==> src/rtl/ai_accel_pkg.sv <==
// Shared definitions for the AI accelerator blocks: widths, operation codes,
// sequencer states and a dimension range helper.
package ai_accel_pkg;

  localparam int unsigned IDX_W  = 15;
  localparam int unsigned DATA_W = 32;

  localparam int unsigned OP_MUL = 1;
  localparam int unsigned OP_ADD = 2;

  typedef enum logic [2:0] {
    IDLE,
    CHECK,
    RUN,
    DRAIN,
    WRITE,
    DONE,
    ERR
  } state_t;

  // A dimension is usable when it lies in 1..2^idx_w.
  function automatic logic dim_ok(input logic [63:0] dim, input int unsigned idx_w);
    return (dim != '0) && (dim <= (64'd1 << idx_w));
  endfunction

endpackage

==> src/rtl/ai_mac.sv <==
// Multiply/add-accumulate datapath: each enabled cycle adds a*b or a+b into acc,
// truncated modulo 2^DATA_W.
module ai_mac #(
  parameter int unsigned DATA_W = ai_accel_pkg::DATA_W
) (
  input  logic              clk,
  input  logic              rst,
  input  logic              clear,
  input  logic              en,
  input  logic              op_add,
  input  logic [DATA_W-1:0] a,
  input  logic [DATA_W-1:0] b,
  output logic [DATA_W-1:0] acc
);

  logic [DATA_W-1:0] term;

  always_comb begin
    term = op_add ? (a + b) : (a * b);
  end

  always_ff @(posedge clk) begin
    if (rst) begin
      acc <= '0;
    end else if (clear) begin
      acc <= '0;
    end else if (en) begin
      acc <= acc + term;
    end
  end

endmodule

==> src/rtl/matmul_sequencer.sv <==
// Matrix multiply / add sequencer: walks C row-major with k innermost, issues one
// A/B read pair per RUN cycle and writes each accumulated element in WRITE.
module matmul_sequencer #(
  parameter int unsigned IDX_W  = ai_accel_pkg::IDX_W,
  parameter int unsigned DATA_W = ai_accel_pkg::DATA_W
) (
  input  logic                 wishbone_clk_i,
  input  logic                 wishbone_rst_i,
  input  logic                 start,
  input  logic                 abort,
  input  logic [DATA_W-1:0]    cfg_op,
  input  logic [DATA_W-1:0]    cfg_wa,
  input  logic [DATA_W-1:0]    cfg_ha,
  input  logic [DATA_W-1:0]    cfg_wb,
  input  logic [DATA_W-1:0]    cfg_hb,
  output logic                 a_rd_en,
  output logic                 b_rd_en,
  output logic [2*IDX_W-1:0]   a_addr,
  output logic [2*IDX_W-1:0]   b_addr,
  input  logic [DATA_W-1:0]    a_rd_data,
  input  logic [DATA_W-1:0]    b_rd_data,
  output logic                 c_wr_en,
  output logic [2*IDX_W-1:0]   c_addr,
  output logic [DATA_W-1:0]    c_wr_data,
  output logic                 busy,
  output logic                 done,
  output logic                 error
);

  import ai_accel_pkg::*;

  state_t state, state_nxt;

  logic [DATA_W-1:0] sh_op, sh_wa, sh_ha, sh_wb, sh_hb;
  logic [IDX_W-1:0]  idx_i, idx_j, idx_k;
  logic [IDX_W-1:0]  lim_i, lim_j, lim_k;
  logic [IDX_W-1:0]  col_a, row_b;
  logic              op_mul, op_add, cfg_ok, accept;
  logic              last_i, last_j, last_k;
  logic              rd_valid, mac_clear, mac_en;
  logic [DATA_W-1:0] acc;

  always_comb begin
    op_mul = (sh_op == DATA_W'(OP_MUL));
    op_add = (sh_op == DATA_W'(OP_ADD));
    accept = (state == IDLE) && start && !abort;

    cfg_ok = dim_ok(64'(sh_wa), IDX_W) && dim_ok(64'(sh_ha), IDX_W) &&
             dim_ok(64'(sh_wb), IDX_W) && dim_ok(64'(sh_hb), IDX_W);
    if (op_mul) begin
      cfg_ok = cfg_ok && (sh_wa == sh_hb);
    end else if (op_add) begin
      cfg_ok = cfg_ok && (sh_wa == sh_wb) && (sh_ha == sh_hb);
    end else begin
      cfg_ok = 1'b0;
    end

    // Limits are dimension-1, so a dimension of 2^IDX_W still fits the counters.
    lim_k  = op_mul ? IDX_W'(sh_wa - DATA_W'(1)) : '0;
    lim_i  = IDX_W'(sh_ha - DATA_W'(1));
    lim_j  = IDX_W'(sh_wb - DATA_W'(1));
    last_k = (idx_k == lim_k);
    last_j = (idx_j == lim_j);
    last_i = (idx_i == lim_i);

    col_a  = op_mul ? idx_k : idx_j;
    row_b  = op_mul ? idx_k : idx_i;
  end

  always_ff @(posedge wishbone_clk_i) begin
    if (wishbone_rst_i) begin
      state    <= IDLE;
      sh_op    <= '0;
      sh_wa    <= '0;
      sh_ha    <= '0;
      sh_wb    <= '0;
      sh_hb    <= '0;
      idx_i    <= '0;
      idx_j    <= '0;
      idx_k    <= '0;
      error    <= 1'b0;
      rd_valid <= 1'b0;
    end else begin
      state    <= state_nxt;
      rd_valid <= (state == RUN);

      if (accept) begin
        sh_op <= cfg_op;
        sh_wa <= cfg_wa;
        sh_ha <= cfg_ha;
        sh_wb <= cfg_wb;
        sh_hb <= cfg_hb;
        idx_i <= '0;
        idx_j <= '0;
        idx_k <= '0;
        error <= 1'b0;
      end else if ((state == CHECK) && !cfg_ok && !abort) begin
        error <= 1'b1;
      end

      if (state == RUN) begin
        idx_k <= last_k ? '0 : idx_k + IDX_W'(1);
      end

      if (state == WRITE) begin
        if (last_j) begin
          idx_j <= '0;
          idx_i <= last_i ? '0 : idx_i + IDX_W'(1);
        end else begin
          idx_j <= idx_j + IDX_W'(1);
        end
      end
    end
  end

  always_comb begin
    state_nxt = state;
    case (state)
      IDLE:    if (start && !abort) state_nxt = CHECK;
      CHECK:   state_nxt = cfg_ok ? RUN : ERR;
      RUN:     if (last_k) state_nxt = DRAIN;
      DRAIN:   state_nxt = WRITE;
      WRITE:   state_nxt = (last_i && last_j) ? DONE : RUN;
      DONE:    state_nxt = IDLE;
      ERR:     state_nxt = IDLE;
      default: state_nxt = IDLE;
    endcase
    if (abort && (state != IDLE)) begin
      state_nxt = IDLE;
    end

    busy      = (state != IDLE);
    done      = (state == DONE) || (state == ERR);
    a_rd_en   = (state == RUN);
    b_rd_en   = (state == RUN);
    c_wr_en   = (state == WRITE) && !wishbone_rst_i;
    a_addr    = {idx_i, col_a};
    b_addr    = {row_b, idx_j};
    c_addr    = {idx_i, idx_j};
    c_wr_data = acc;

    // Read data returns one cycle after the strobe, so the add trails the issue.
    mac_clear = (state == RUN) && (idx_k == '0);
    mac_en    = rd_valid && ((state == RUN) || (state == DRAIN));
  end

  ai_mac #(
    .DATA_W(DATA_W)
  ) u_mac (
    .clk    (wishbone_clk_i),
    .rst    (wishbone_rst_i),
    .clear  (mac_clear),
    .en     (mac_en),
    .op_add (op_add),
    .a      (a_rd_data),
    .b      (b_rd_data),
    .acc    (acc)
  );

endmodule

==> config.mk <==
export PLATFORM = sky130hd
export DESIGN_NAME = matmul_sequencer
export DESIGN_NICKNAME = d
export VERILOG_FILES = /design/src/rtl/ai_accel_pkg.sv /design/src/rtl/ai_mac.sv /design/src/rtl/matmul_sequencer.sv
export SDC_FILE = /design/constraint.sdc
export NUM_CORES = 2
export LEC_CHECK = 0
export ABC_AREA = 1
export CAP_MARGIN = 15
export CORE_UTILIZATION = 64
export DETAILED_ROUTE_END_ITERATION = 8
export PLACE_DENSITY = 0.9
export SYNTH_ARGS = -nofsm -noshare
export SYNTH_HDL_FRONTEND = slang
export SYNTH_SLANG_ARGS = --single-unit
==> constraint.sdc <==
create_clock -name wishbone_clk_i -period 20.4 [get_ports wishbone_clk_i]
set_input_delay 4.08 -clock wishbone_clk_i [delete_from_list [all_inputs] [get_ports wishbone_clk_i]]
set_output_delay 4.08 -clock wishbone_clk_i [all_outputs]
set_load 0.05 [all_outputs]
==> results.txt <==
----------------------------------------------------
[Clocking]
  Clock Pin Slew Worst Setup and Hold Paths ... 60 ps
  Number of buffers added for setup after CTS ... 0
  Max clock buf depth ... 3
  Worst-Skew Late Latency ... 590 ps
  Root buf cell ... sky130_fd_sc_hd__clkbuf_16
  CTS hold repair buffers ... 0
  CTS tree ... done
  Number of gates resized after CTS ... 0
  Number of clock sinks seen by CTS ... 242
  Number of H-tree levels ... 1
  Clock buffer count from CTS ... 27

[Run status]
  Run status ... finished, violations left
  Violations in the final reports ... DRC

[Timing]
  Final worst-path cycle share ... 0.626
  Slew at the pin closest to its max-slew limit ... 1140 ps
  Total of endpoints with negative setup slack in the final report ... 0
  Unrepaired setup endpoints after global routing ... no
  Total count of hold-check failures in the final report ... 0
  Fmax ... 0.0783 GHz
  Setup_tns ... 0 ps
  Worst Clk Skew ... 33.3 ps
  Max-Slew Margin vs Limit ... 0.237
  Final critical delay including setup and external delays ... 12,770 ps
  Number of pins with negative max-slew slack in the final report ... 0

[Logic synthesis]
  Warning count from the yosys run ... 0
  Number of synthesized flops with an enable pin ... 0
  Post-Synthesis Net Count ... 5,503
  Cells after synthesis ... 4,668
  Part of the Yosys area used for sequential elements ... 0.147
  Post-synthesis area per instance ... 7.05 um^2
  Yosys reg bits ... 242
  Post-synthesis cell type count ... 65
  Synth Cell Area ... 32,900 um^2
  Most used flip-flop cell after synthesis ... sky130_fd_sc_hd__dfxtp_1
  Ys async rst share ... 0

[Drt]
  Wirelength per Cell ... 18.9 um
  Antenna-violating nets left ... 0
  Drc violations ... 2
  Vias ... 32,300
  DRT Wirelength ... 105,000 um
  DRT iter0 DRCs ... 3,696
  Vias per inst ... 5.82
  Total iterations of the first detailed-routing run ... 9

[Critical path]
  Kind of end point of the critical path ... flop
  Worst path required time ... 20,920 ps
  Worst-path maximum fanout ... 21
  CP max-delay cell ... sky130_fd_sc_hd__clkdlybuf4s50_1
  Crit path arrival time ... 13,290 ps
  Startpoint type of the worst setup path ... input port
  Crit-path most repeated cell ... sky130_fd_sc_hd__fa_1
  Crit Path Class ... in -> reg
  Peak per-stage delay on the critical path ... 1020 ps

[Placed design]
  Count of buffers from port buffering ... 355
  DPL Wire Length ... 80,700 um
  Final weighted congestion in routability-driven placement ... 1.04
  Placement-stage cell area ... 36,600 um^2

[Global route]
  Global route overflow ... 0
  Wire length of the first global-routing pass ... 167,000 um
  Overall global routing resource usage ... 0.401
  Number of antenna violations at the first check in global routing ... 3
  Via count of the first global-routing pass ... 32,100
  Pin count of the biggest net entering global routing ... 126

[Final layout]
  Share of layout cells above drive strength 1 ... 0.0250
  Leading cell type in the layout, fill and taps excluded ... sky130_fd_sc_hd__nand2_1
  Post-route design area ... 37,500 um^2
  Final net count ... 5,691
  Signed area change from the synthesized netlist to the final layout ... 13.8%
  Commonest cells after routing, fill and taps aside ... sky130_fd_sc_hd__nand2_1 (1,007), sky130_fd_sc_hd__inv_1 (992), sky130_fd_sc_hd__fa_1 (410), sky130_fd_sc_hd__clkdlybuf4s50_1 (355), sky130_fd_sc_hd__nor2_1 (354)

[Floorplanning]
  Effective utilization at floorplan ... 0.652
  Row Count ... 82
  Area of the die ... 52,400 um^2
  Top-Level Pins ... 356
  Vert. Die Dim ... 229 um
  Die outline width ... 229 um
  Area of the placeable core ... 50,500 um^2

[Worst hold path]
  Worst hold-check path type ... reg -> reg

[Flow run]
  Max capacitance violation total ... 0

----------------------------------------------------
-- metal layers --
metal  track usage  up-vias  routed length [um]
li1              -    14600                   -
met2         0.641     2116               47400
met5        0.0101        -                 135
met4         0.190        4                5590
met1         0.506    15100               38400
met3         0.107      458               13500
-- state kept, by name, summed over array words and instances, names as in the netlist, 3 cells and up --
register	flops
state	3
sh_wb	32
sh_op	32
sh_hb	32
u_mac.acc	32
idx_j	15
idx_i	15
idx_k	15
sh_wa	32
sh_ha	32
-- layout make-up --
| class | count | area [um^2] |
|---|---|---|
| clock inverter | 17 | 193 |
| fill | 3796 | 13000 |
| antenna | 3 | 7.51 |
| multi-input combinational | 3199 | 23300 |
| sequential | 242 | 4840 |
| clock buffer | 31 | 721 |
| timing repair buffer | 388 | 3800 |
| inverter | 998 | 3750 |
| tap | 672 | 841 |
-- cell families (layout without fill, tap and decap cells) --
family                   after synthesis  count (layout)  share of synthesized area
AND/OR/NAND/NOR                     1703            1703                      0.218
flip-flops                           242             242                      0.147
XOR/XNOR                             199             199                     0.0529
buffers and inverters               1227            1434                      0.145
AO/OA/AOI/OAI                        688             688                      0.112
other                                  0               3                          0
multiplexers                           2               2                   0.000608
adder cells (fa/ha/maj)              607             607                      0.324
-- through the flow --
stage | worst slack, ps | utilization | cells | hold WS (ps)
floorplan | 8710 | - | 4668 | 442
global placement | 7510 | 0.724 | 5499 | 441
detailed placement | 7300 | 0.724 | 5499 | 464
CTS | 7820 | 0.742 | 5547 | 477
global route | 7200 | 0.743 | 5550 | 499
finish | 7630 | 0.743 | 5550 | 476
-- synth_stat cells, types with 5 or more instances --
cell type,n,area [um^2]
sky130_fd_sc_hd__o21ai_1,11,55.1
sky130_fd_sc_hd__nor3_1,32,160
sky130_fd_sc_hd__nand4_1,61,382
sky130_fd_sc_hd__o221ai_1,5,43.8
sky130_fd_sc_hd__nor2_2,6,37.5
sky130_fd_sc_hd__a31oi_1,8,50.1
sky130_fd_sc_hd__nor4_1,41,257
sky130_fd_sc_hd__or2_2,13,81.3
sky130_fd_sc_hd__buf_2,12,60.1
sky130_fd_sc_hd__a21o_1,9,67.6
sky130_fd_sc_hd__inv_1,992,3720
sky130_fd_sc_hd__a21oi_1,277,1390
sky130_fd_sc_hd__o21a_1,13,97.6
sky130_fd_sc_hd__o211ai_1,16,120
sky130_fd_sc_hd__nor2_1,354,1330
sky130_fd_sc_hd__ha_1,197,2460
sky130_fd_sc_hd__nand2_1,1008,3780
sky130_fd_sc_hd__xor2_1,121,1060
sky130_fd_sc_hd__dfxtp_1,242,4840
sky130_fd_sc_hd__nand3_1,143,716
sky130_fd_sc_hd__buf_4,33,248
sky130_fd_sc_hd__fa_1,410,8210
sky130_fd_sc_hd__clkbuf_1,164,616
sky130_fd_sc_hd__o31ai_1,5,37.5
sky130_fd_sc_hd__xnor2_1,78,683
sky130_fd_sc_hd__o21bai_1,18,135
sky130_fd_sc_hd__nand3b_1,16,120
sky130_fd_sc_hd__a21boi_0,5,37.5
sky130_fd_sc_hd__buf_1,17,63.8
sky130_fd_sc_hd__o21ai_0,300,1500
-- critical path: cells and delay by family --
| kind | cells | cell delay, ps |
|---|---|---|
| AO/OA/AOI/OAI | 4 | 630 |
| adder cells (fa/ha/maj) | 11 | 5320 |
| buffers and inverters | 6 | 1330 |
| AND/OR/NAND/NOR | 18 | 1900 |
-- path summary, 6_finish.rpt --
check                     start       endpoint  slack (ps)  cells past startpoint
setup / recovery  a_rd_data[12]  u_mac.acc[31]        7630                     39
hold / removal            error          error         480                      2
setup reg to reg      sh_op[16]  u_mac.acc[24]       15350                     25
hold reg to reg           error          error         480                      2
Power is not shown: default switching activity piles up to over one toggle a cycle in this logic, so the estimate is an artifact.
